==> src/rtl/mem_bus_arbiter.sv <==
// Arbitrates a single-port memory bus between instruction fetch and MEM-stage data access.
// Define ROUND_ROBIN_EN to alternate grants on conflict; otherwise MEM has fixed priority.
module mem_bus_arbiter #(
  parameter int unsigned ADDR_W  = 32,
  parameter int unsigned DATA_W  = 32,
  parameter int unsigned TIMEOUT = 15
) (
  input  logic                clk,
  input  logic                rst,
  input  logic                if_req,
  input  logic [ADDR_W-1:0]   if_addr,
  output logic [DATA_W-1:0]   if_rdata,
  output logic                if_ack,
  input  logic                mem_req,
  input  logic                mem_we,
  input  logic [DATA_W/8-1:0] mem_sel,
  input  logic [ADDR_W-1:0]   mem_addr,
  input  logic [DATA_W-1:0]   mem_wdata,
  output logic [DATA_W-1:0]   mem_rdata,
  output logic                mem_ack,
  output logic                bus_ce,
  output logic                bus_we,
  output logic [DATA_W/8-1:0] bus_sel,
  output logic [ADDR_W-1:0]   bus_addr,
  output logic [DATA_W-1:0]   bus_wdata,
  input  logic [DATA_W-1:0]   bus_rdata,
  input  logic                bus_ack,
  output logic                stall_if,
  output logic                stall_mem,
  output logic                bus_err
);

  localparam int unsigned SelW = DATA_W / 8;
  localparam int unsigned CntW = $clog2(TIMEOUT);

  typedef enum logic [1:0] {StIdle, StBusyIf, StBusyMem} state_e;

  state_e            state_q, state_d;
  logic [CntW-1:0]   cnt_q, cnt_d;
  logic              bus_ce_q, bus_ce_d;
  logic              bus_we_q, bus_we_d;
  logic [SelW-1:0]   bus_sel_q, bus_sel_d;
  logic [ADDR_W-1:0] bus_addr_q, bus_addr_d;
  logic [DATA_W-1:0] bus_wdata_q, bus_wdata_d;
  logic [DATA_W-1:0] if_rdata_q, if_rdata_d;
  logic [DATA_W-1:0] mem_rdata_q, mem_rdata_d;
  logic              if_ack_q, if_ack_d;
  logic              mem_ack_q, mem_ack_d;
  logic              bus_err_q, bus_err_d;

  // A requester whose ack is showing this cycle is still holding req; don't re-grant it.
  logic if_elig, mem_elig, grant_mem, grant_if;
  assign if_elig  = if_req & ~if_ack_q;
  assign mem_elig = mem_req & ~mem_ack_q;

`ifdef ROUND_ROBIN_EN
  // 0 = IF granted last, 1 = MEM granted last.
  logic last_grant_q, last_grant_d;
  assign grant_mem = mem_elig & (~if_elig | ~last_grant_q);
  assign last_grant_d = (state_q == StIdle && (grant_mem || grant_if)) ? grant_mem : last_grant_q;

  always_ff @(posedge clk) begin
    if (rst) last_grant_q <= 1'b0;
    else     last_grant_q <= last_grant_d;
  end
`else
  assign grant_mem = mem_elig;
`endif
  assign grant_if = if_elig & ~grant_mem;

  always_comb begin
    state_d     = state_q;
    cnt_d       = cnt_q;
    bus_ce_d    = bus_ce_q;
    bus_we_d    = bus_we_q;
    bus_sel_d   = bus_sel_q;
    bus_addr_d  = bus_addr_q;
    bus_wdata_d = bus_wdata_q;
    if_rdata_d  = if_rdata_q;
    mem_rdata_d = mem_rdata_q;
    if_ack_d    = 1'b0;
    mem_ack_d   = 1'b0;
    bus_err_d   = 1'b0;
    unique case (state_q)
      StIdle: begin
        if (grant_mem) begin
          state_d     = StBusyMem;
          cnt_d       = '0;
          bus_ce_d    = 1'b1;
          bus_we_d    = mem_we;
          bus_sel_d   = mem_sel;
          bus_addr_d  = mem_addr;
          bus_wdata_d = mem_wdata;
        end else if (grant_if) begin
          state_d     = StBusyIf;
          cnt_d       = '0;
          bus_ce_d    = 1'b1;
          bus_we_d    = 1'b0;
          bus_sel_d   = '1;
          bus_addr_d  = if_addr;
          bus_wdata_d = '0;
        end
      end
      StBusyIf, StBusyMem: begin
        // A bus_ack arriving on the last allowed cycle still completes normally.
        if (bus_ack || cnt_q == CntW'(TIMEOUT - 1)) begin
          state_d   = StIdle;
          bus_ce_d  = 1'b0;
          bus_err_d = ~bus_ack;
          if (state_q == StBusyIf) begin
            if_ack_d   = 1'b1;
            if_rdata_d = bus_ack ? bus_rdata : '0;
          end else begin
            mem_ack_d   = 1'b1;
            mem_rdata_d = bus_ack ? bus_rdata : '0;
          end
        end else begin
          cnt_d = cnt_q + CntW'(1);
        end
      end
      default: begin
        state_d  = StIdle;
        bus_ce_d = 1'b0;
      end
    endcase
  end

  always_ff @(posedge clk) begin
    if (rst) begin
      state_q     <= StIdle;
      cnt_q       <= '0;
      bus_ce_q    <= 1'b0;
      bus_we_q    <= 1'b0;
      bus_sel_q   <= '0;
      bus_addr_q  <= '0;
      bus_wdata_q <= '0;
      if_rdata_q  <= '0;
      mem_rdata_q <= '0;
      if_ack_q    <= 1'b0;
      mem_ack_q   <= 1'b0;
      bus_err_q   <= 1'b0;
    end else begin
      state_q     <= state_d;
      cnt_q       <= cnt_d;
      bus_ce_q    <= bus_ce_d;
      bus_we_q    <= bus_we_d;
      bus_sel_q   <= bus_sel_d;
      bus_addr_q  <= bus_addr_d;
      bus_wdata_q <= bus_wdata_d;
      if_rdata_q  <= if_rdata_d;
      mem_rdata_q <= mem_rdata_d;
      if_ack_q    <= if_ack_d;
      mem_ack_q   <= mem_ack_d;
      bus_err_q   <= bus_err_d;
    end
  end

  assign bus_ce    = bus_ce_q;
  assign bus_we    = bus_we_q;
  assign bus_sel   = bus_sel_q;
  assign bus_addr  = bus_addr_q;
  assign bus_wdata = bus_wdata_q;
  assign if_rdata  = if_rdata_q;
  assign mem_rdata = mem_rdata_q;
  assign if_ack    = if_ack_q;
  assign mem_ack   = mem_ack_q;
  assign bus_err   = bus_err_q;
  assign stall_if  = if_req & ~if_ack_q;
  assign stall_mem = mem_req & ~mem_ack_q;

endmodule

==> config.mk <==
export PLATFORM = sky130hd
export DESIGN_NAME = mem_bus_arbiter
export DESIGN_NICKNAME = d
export VERILOG_FILES = /design/src/rtl/mem_bus_arbiter.sv
export SDC_FILE = /design/constraint.sdc
export NUM_CORES = 1
export LEC_CHECK = 0
export ABC_AREA = 1
export CORE_MARGIN = 4
export CORE_UTILIZATION = 37
export DETAILED_ROUTE_END_ITERATION = 8
export HOLD_SLACK_MARGIN = 0.02
export PLACE_DENSITY = 0.84
export SLEW_MARGIN = 20
export SYNTH_ARGS = -nofsm -noshare
export SYNTH_HDL_FRONTEND = slang
export SYNTH_SLANG_ARGS = --single-unit
==> constraint.sdc <==
create_clock -name clk -period 1.3 [get_ports clk]
set_input_delay 0.26 -clock clk [delete_from_list [all_inputs] [get_ports clk]]
set_output_delay 0.26 -clock clk [all_outputs]
set_load 0.03 [all_outputs]
==> results of run 1 <==
[tightest hold or removal path, cell delays in order]
cell     delay (ns)
buf_4          0.11
inv_1          0.06
buf_12         0.16
o21ai_2        0.07
nor2_1         0.04
[routing by layer]
layer | global-route usage, % | vias to the layer above | wire [um]
met5 | 0 | - | 0
met4 | 15.49 | 0 | 1718
met3 | 10.31 | 131 | 2723
met2 | 46.08 | 447 | 14120
met1 | 26.00 | 3336 | 9417
li1 | - | 3262 | -
[cell usage after synthesis]
master,count
inv_1,49
a21oi_2,1
nor3_1,1
buf_4,6
nand3_2,1
nand2_2,2
nand2_1,310
nand4_1,1
clkinv_2,1
nand3_1,43
nor2_1,78
o21ai_0,36
buf_6,3
clkbuf_1,21
ha_1,4
a21oi_1,104
buf_2,25
dfxtp_1,143
clkbuf_2,1
inv_2,1
nor2_2,1
[stage by stage]
stage / worst slack [ns] / TNS, ns / hold WS (ns) / total power [mW] / instance area [um^2]
2_1_floorplan: -0.01977 / -1.242 / 0.4075 / 6.944 / 5907
3_3_place_gp: -0.3553 / -42.60 / 0.4476 / 8.672 / 9324
3_5_place_dp: -0.3878 / -47.49 / 0.4509 / 8.744 / 9324
4_1_cts: -0.1312 / -8.681 / 0.3245 / 14.48 / 10730
5_1_grt: -0.3206 / -27.60 / 0.3655 / 15.84 / 11580
6_report: -0.2827 / -20.29 / 0.3471 / 15.34 / 11580
[report_power, final]
group	internal, mW	total [mW]	switching, mW
combinational	2.25	5.03	2.78
sequential	4.76	5.02	0.265
clock	3.33	5.28	1.95
total	10.3	15.3	4.99
[final cells by class]
class	instances	area [um^2]	area share [%]
multi-input cells	582	3588	30.98
diodes	1	2.502	0.02160
repair buffers	353	3906	33.72
repair inverters	3	62.56	0.5401
well taps	211	264.0	2.279
clock inverters	8	125.1	1.080
flip-flops and latches	143	2885	24.91
inverters	51	237.7	2.052
clock buffers	24	511.7	4.418
[path summary, 6_finish.rpt]
kind                   end  slack [ns]           from  cells after the start
max           if_rdata[17]       -0.28       cnt_q[0]                      8
min reg2reg  bus_wdata[18]        0.46  bus_wdata[18]                      2
max reg2reg   if_rdata[17]       -0.28       cnt_q[0]                      8
min             bus_sel[2]        0.35            rst                      5
[kinds of logic (layout without fill, tap and decap cells)]
kind of cell	Yosys count	count (layout)	synth area share [%]
compound gates	141	141	12.20
fa+ha+maj	4	4	0.8608
buf+inv	107	439	8.263
flops	143	143	49.24
other cells	0	1	0
simple gates	437	437	29.44
[repair_timing]
| item | in CTS | in global routing |
|---|---|---|
| pin swaps | 46 | 63 |
| setup buffers | 16 | 7 |
| cloned | 15 | 9 |
| resized for setup | 526 | 216 |
| endpoints found under the setup margin | 210 | 154 |
[sequential cells by signal, summed over array words and instances, names as in the netlist]
register   count
bus_addr      32
bus_ce         1
bus_err        1
bus_sel        4
bus_wdata     32
bus_we         1
cnt_q          4
if_ack         1
if_rdata      32
mem_ack        1
mem_rdata     32
state_q        2
==> metrics.txt, run 1 <==
IO buf count=276; GRT overflow=0; DIE HEIGHT=133.4 um; Crit-path slowest cell=dfxtp_2; total vias in the final route=7,176; GRT Total Usage=26.15%; core region area=15,310 um^2; worst path required time=1.64 ns; worst-path fanout max=9; commonest non-fill, non-tap cell in the layout=nand2_1; commonest non-fill, non-tap cells in the layout=nand2_1 (199), clkdlybuf4s50_1 (136), dfxtp_1 (125), buf_4 (75), a21oi_2 (69); initial antenna violation count=1; worst vdd rail ir drop=1.031 mV; Initial Util=37.97%; I/O pin cnt=277; Max Root-Sink Buffers=2; Mapped Area=5814 um^2; RSZ-0062 raised after global routing=true; H-tree depth=4; DR WL/cell=20.34 um; Post-Syn Area per Cell=6.988 um^2; LEAKAGE=5.222 nW; fillcell total=981; Layout Utilization=75.64%; Tightest Pin Transition=0.5067 ns; violated checks=negative setup slack; Crit path top cell by count=nand3_4; register area share after synthesis=49.24%; routability cong.=0.8276; CTS tree=yes; Synth top area share=49.24%; Setup crit end kind=register; vias in the first global route=6,873; global-route wire length before repair=36,290 um; Startpoint Class=register; Crit path largest cell delay=0.33 ns; outcome=complete, but fails checks; max_slew headroom=66.22%; # Max-Cap Violations=0; # hold bufs at CTS=0; WP data arrival=1.92 ns; Detail Placement HPWL=14,600 um; clock-pin slew on the worst setup and hold paths=0.07 ns; synth top area cells=dfxtp_1 (49%), nand2_1 (20%), a21oi_1 (9.0%); pin count of the biggest net entering global routing=73; Unique masters post-synth=21; Die Width=133.4 um; CP delay by family, top=simple AND/OR/NAND/NOR gates; pwr dens=1324 nW/um^2; Placement Rows=45; drt via density=5.215; skew final=0.01163 ns; Final ANT Viol Nets=0; syn_nets=974; Cells after Synth=832; critical path type=register to register; Setup violations, final=141; placed instance count=1,301; largest area contributor in the netlist=dfxtp_1; area of the die=17,780 um^2; min Tclk post-route=1.583 ns; fin worst setup slack=-0.2827 ns; count of final max-slew check failures=0; fmax=631.8 MHz; share of cells above drive strength 1=43.56%; Hold Vio Cnt, Final=0; Worst Hold Class=primary input to register; Num CTS Buffers=17; Synth Warn #=0; drt pass-1 iters=5; CP Cell Sequence=inv_2, ha_4, nand3_4, nand2_4, nand3_4, buf_4, nand2_1, a21oi_4; fin nets=1,293; Critical path buffers and inverters=2; Yosys reg bits=143; initial DRC count=433; DRC=0; Clk Latency, worst-skew pair=0.42 ns; area grow syn2layout=99.23%; Root Buffer=clkbuf_16; final std cells w/o fill=1,376; clock sinks=143; Tcrit/Tclk final=121.7%; Post-Route WL=27,980 um
Note: power is estimated with default switching activity, not from simulation.
==> run 2, diff against run 1 <==
PLACE_DENSITY = 0.8   (was 0.84)
==> run 2 against run 1 <==
The flow still finishes with violations (negative setup slack). Largest cell class unchanged. Flip-flop and latch count stayed put. Maximum frequency grew 5.7%. Critical path depth decreased by 1. Wire length fell by 13%. Core utilization shrank 4.2 points. Highest routed layer unchanged. Global-route usage is 2.1 points lower.
==> metrics.txt, run 2 (synthesis gave the netlist of run 1 again) <==
outcome=complete, but fails checks (unchanged); Post-Route WL=24,240 um (was 27,980 um); initial DRC count=398 (was 433); Max Root-Sink Buffers=2 (unchanged); fin worst setup slack=-0.1975 ns (was -0.2827 ns); Startpoint Class=register (unchanged); pwr dens=1324 nW/um^2 (about the same); Setup crit end kind=register (unchanged); pin count of the biggest net entering global routing=39 (was 73); Setup violations, final=105 (was 141); GRT overflow=0 (unchanged); Register Area=2873 um^2 (was 2885 um^2); Layout Utilization=71.45% (was 75.64%); CTS tree=yes (unchanged); placed cell area=9417 um^2 (was 9324 um^2); DR WL/cell=17.67 um (was 20.34 um); GR met1 Demand/Resource=25.12% (was 26.00%); total vias in the final route=6,820 (was 7,176); I/O pin cnt=277 (unchanged); commonest non-fill, non-tap cells in the layout=nand2_1 (242), clkdlybuf4s50_1 (136), dfxtp_1 (135), nor2_1 (75), buf_2 (71) (was nand2_1 (199), clkdlybuf4s50_1 (136), dfxtp_1 (125), buf_4 (75), a21oi_2 (69)); skew final=0.01121 ns (was 0.01163 ns); Worst Hold Class=primary input to register (unchanged); core region area=15,310 um^2 (unchanged); H-tree depth=4 (unchanged); GR peak layer=met2 (unchanged); Final Cell Area=10,940 um^2 (was 11,580 um^2); count of final max-slew check failures=0 (unchanged); met2 usage=42.61% (was 46.08%); fmax=667.8 MHz (was 631.8 MHz); worst vdd rail ir drop=0.8965 mV (was 1.031 mV); Crit path top cell by count=buf_12 (was nand3_4); Clk Latency, worst-skew pair=0.42 ns (about the same); Initial Util=37.97% (unchanged); CP delay by family, top=buffers and inverters (was simple AND/OR/NAND/NOR gates); CP Cell Sequence=inv_2, ha_4, buf_12, nand3_4, buf_12, nand2_1, a21oi_1 (was inv_2, ha_4, nand3_4, nand2_4, nand3_4, buf_4, nand2_1, a21oi_4); global-route wire length before repair=34,240 um (was 36,290 um); R2R setup slack=-0.20 ns (was -0.28 ns); drt pass-1 iters=5 (unchanged); fillcell total=1,149 (was 981); Hold Vio Cnt, Final=0 (unchanged); initial antenna violation count=0 (was 1); GRT Total Usage=24.00% (was 26.15%); # Max-Cap Violations=0 (unchanged); worst-path fanout max=12 (was 9); Crit path largest cell delay=0.34 ns (was 0.33 ns); Num CTS Buffers=17 (unchanged); LEAKAGE=4.801 nW (was 5.222 nW); Tightest Pin Transition=0.3368 ns (was 0.5067 ns); Final ANT Viol Nets=0 (unchanged); area grow syn2layout=88.21% (was 99.23%); Die Width=133.4 um (unchanged); violated checks=negative setup slack (unchanged); IO buf count=276 (unchanged); routability cong.=0.7874 (was 0.8276); commonest non-fill, non-tap cell in the layout=nand2_1 (unchanged); area taken by multi-input logic gates=3134 um^2 (was 3588 um^2); critical path type=register to register (unchanged); share of cells above drive strength 1=35.49% (was 43.56%); Crit-path slowest cell=dfxtp_2 (unchanged); max_slew headroom=77.55% (was 66.22%); vias in the first global route=6,595 (was 6,873); worst path required time=1.65 ns (was 1.64 ns); Tcrit/Tclk final=115.2% (was 121.7%); met3 layer usage reported by global route=10.01% (was 10.31%); Placement Rows=45 (unchanged); Critical path buffers and inverters=3 (was 2); drt via density=4.971 (was 5.215); DIE HEIGHT=133.4 um (unchanged); RSZ-0062 raised after global routing=true (unchanged); clock-pin slew on the worst setup and hold paths=0.06 ns (was 0.07 ns); clock sinks=143 (unchanged); # diodes=0 (was 1); fin nets=1,290 (was 1,293); min Tclk post-route=1.498 ns (was 1.583 ns); WP data arrival=1.84 ns (was 1.92 ns); DRC=0 (unchanged); Root Buffer=clkbuf_16 (unchanged); Detail Placement HPWL=14,440 um (was 14,600 um); area of the die=17,780 um^2 (unchanged)
## run 2: cell count changes in the layout (fill, tap and decap cells not counted), sizes merged
cell,before,now
nand3,44,45
bufbuf,1,0
clkinv,9,7
clkinvlp,1,3
buf,204,207
inv,49,53
diode,1,0
clkbuf,36,26
## run 2: path summary, 6_finish.rpt
path                 start             to  cells past startpoint
max             state_q[1]  mem_rdata[16]                      7
min                    rst       cnt_q[1]                      2
max reg2reg     state_q[1]  mem_rdata[16]                      7
min reg2reg  bus_wdata[27]  bus_wdata[27]                      2
## run 2: repair_timing
item	4_1_cts	5_1_grt
pin swaps	38	35
endpoints found under the setup margin	214	142
hold buffers	0	0
setup buffers	20	2
gates resized for setup	491	97
cloned	11	7
## run 2: through the flow
step	setup WS (ns)	setup TNS, ns	hold slack, ns	instances	total power, mW
6_report	-0.1975	-8.546	0.08740	1372	14.49
5_1_grt	-0.2343	-16.79	0.08378	1372	15.04
4_1_cts	-0.1550	-7.221	0.08382	1367	14.13
3_5_place_dp	-0.3793	-41.27	0.4518	1305	8.670
3_3_place_gp	-0.3412	-37.75	0.4471	1305	8.617
2_1_floorplan	-0.01977	-1.242	0.4075	832	6.944
## run 2: layer usage
| metal | wire length (um) | part of all wire (%) |
|---|---|---|
| met4 | 876 | 3.6 |
| met3 | 2386 | 9.8 |
| met1 | 8626 | 36 |
| met2 | 12350 | 51 |
| met5 | 0 | 0 |
## run 2: final cells by class
| class | count | area share, % |
|---|---|---|
| clock buffer | 20 | 4.173 |
| tap | 211 | 2.413 |
| sequential | 143 | 26.25 |
| timing repair buffer | 349 | 34.70 |
| multi-input combinational | 583 | 28.64 |
| inverter | 51 | 2.001 |
| timing repair inverter | 3 | 0.3773 |
| clock inverter | 12 | 1.441 |
## run 2: worst reg2reg max path, cell delays in order (launching register included)
cell	delay (ns)
dfxtp_2	0.34
inv_2	0.06
ha_4	0.30
buf_12	0.15
nand3_4	0.11
buf_12	0.17
nand2_1	0.10
a21oi_1	0.19
## run 2: power breakdown
part	switching [mW]	leakage, nW	internal, mW
Combinational	2.46	3.34	1.99
Sequential	0.215	1.17	4.75
Clock	1.94	0.293	3.13
Total	4.61	4.80	9.88
==> run 3, diff against run 2 <==
RECOVER_POWER = 50   (was default)
==> results of run 3 <==
Final layout, timing and power as in run 2 (identical DEF).
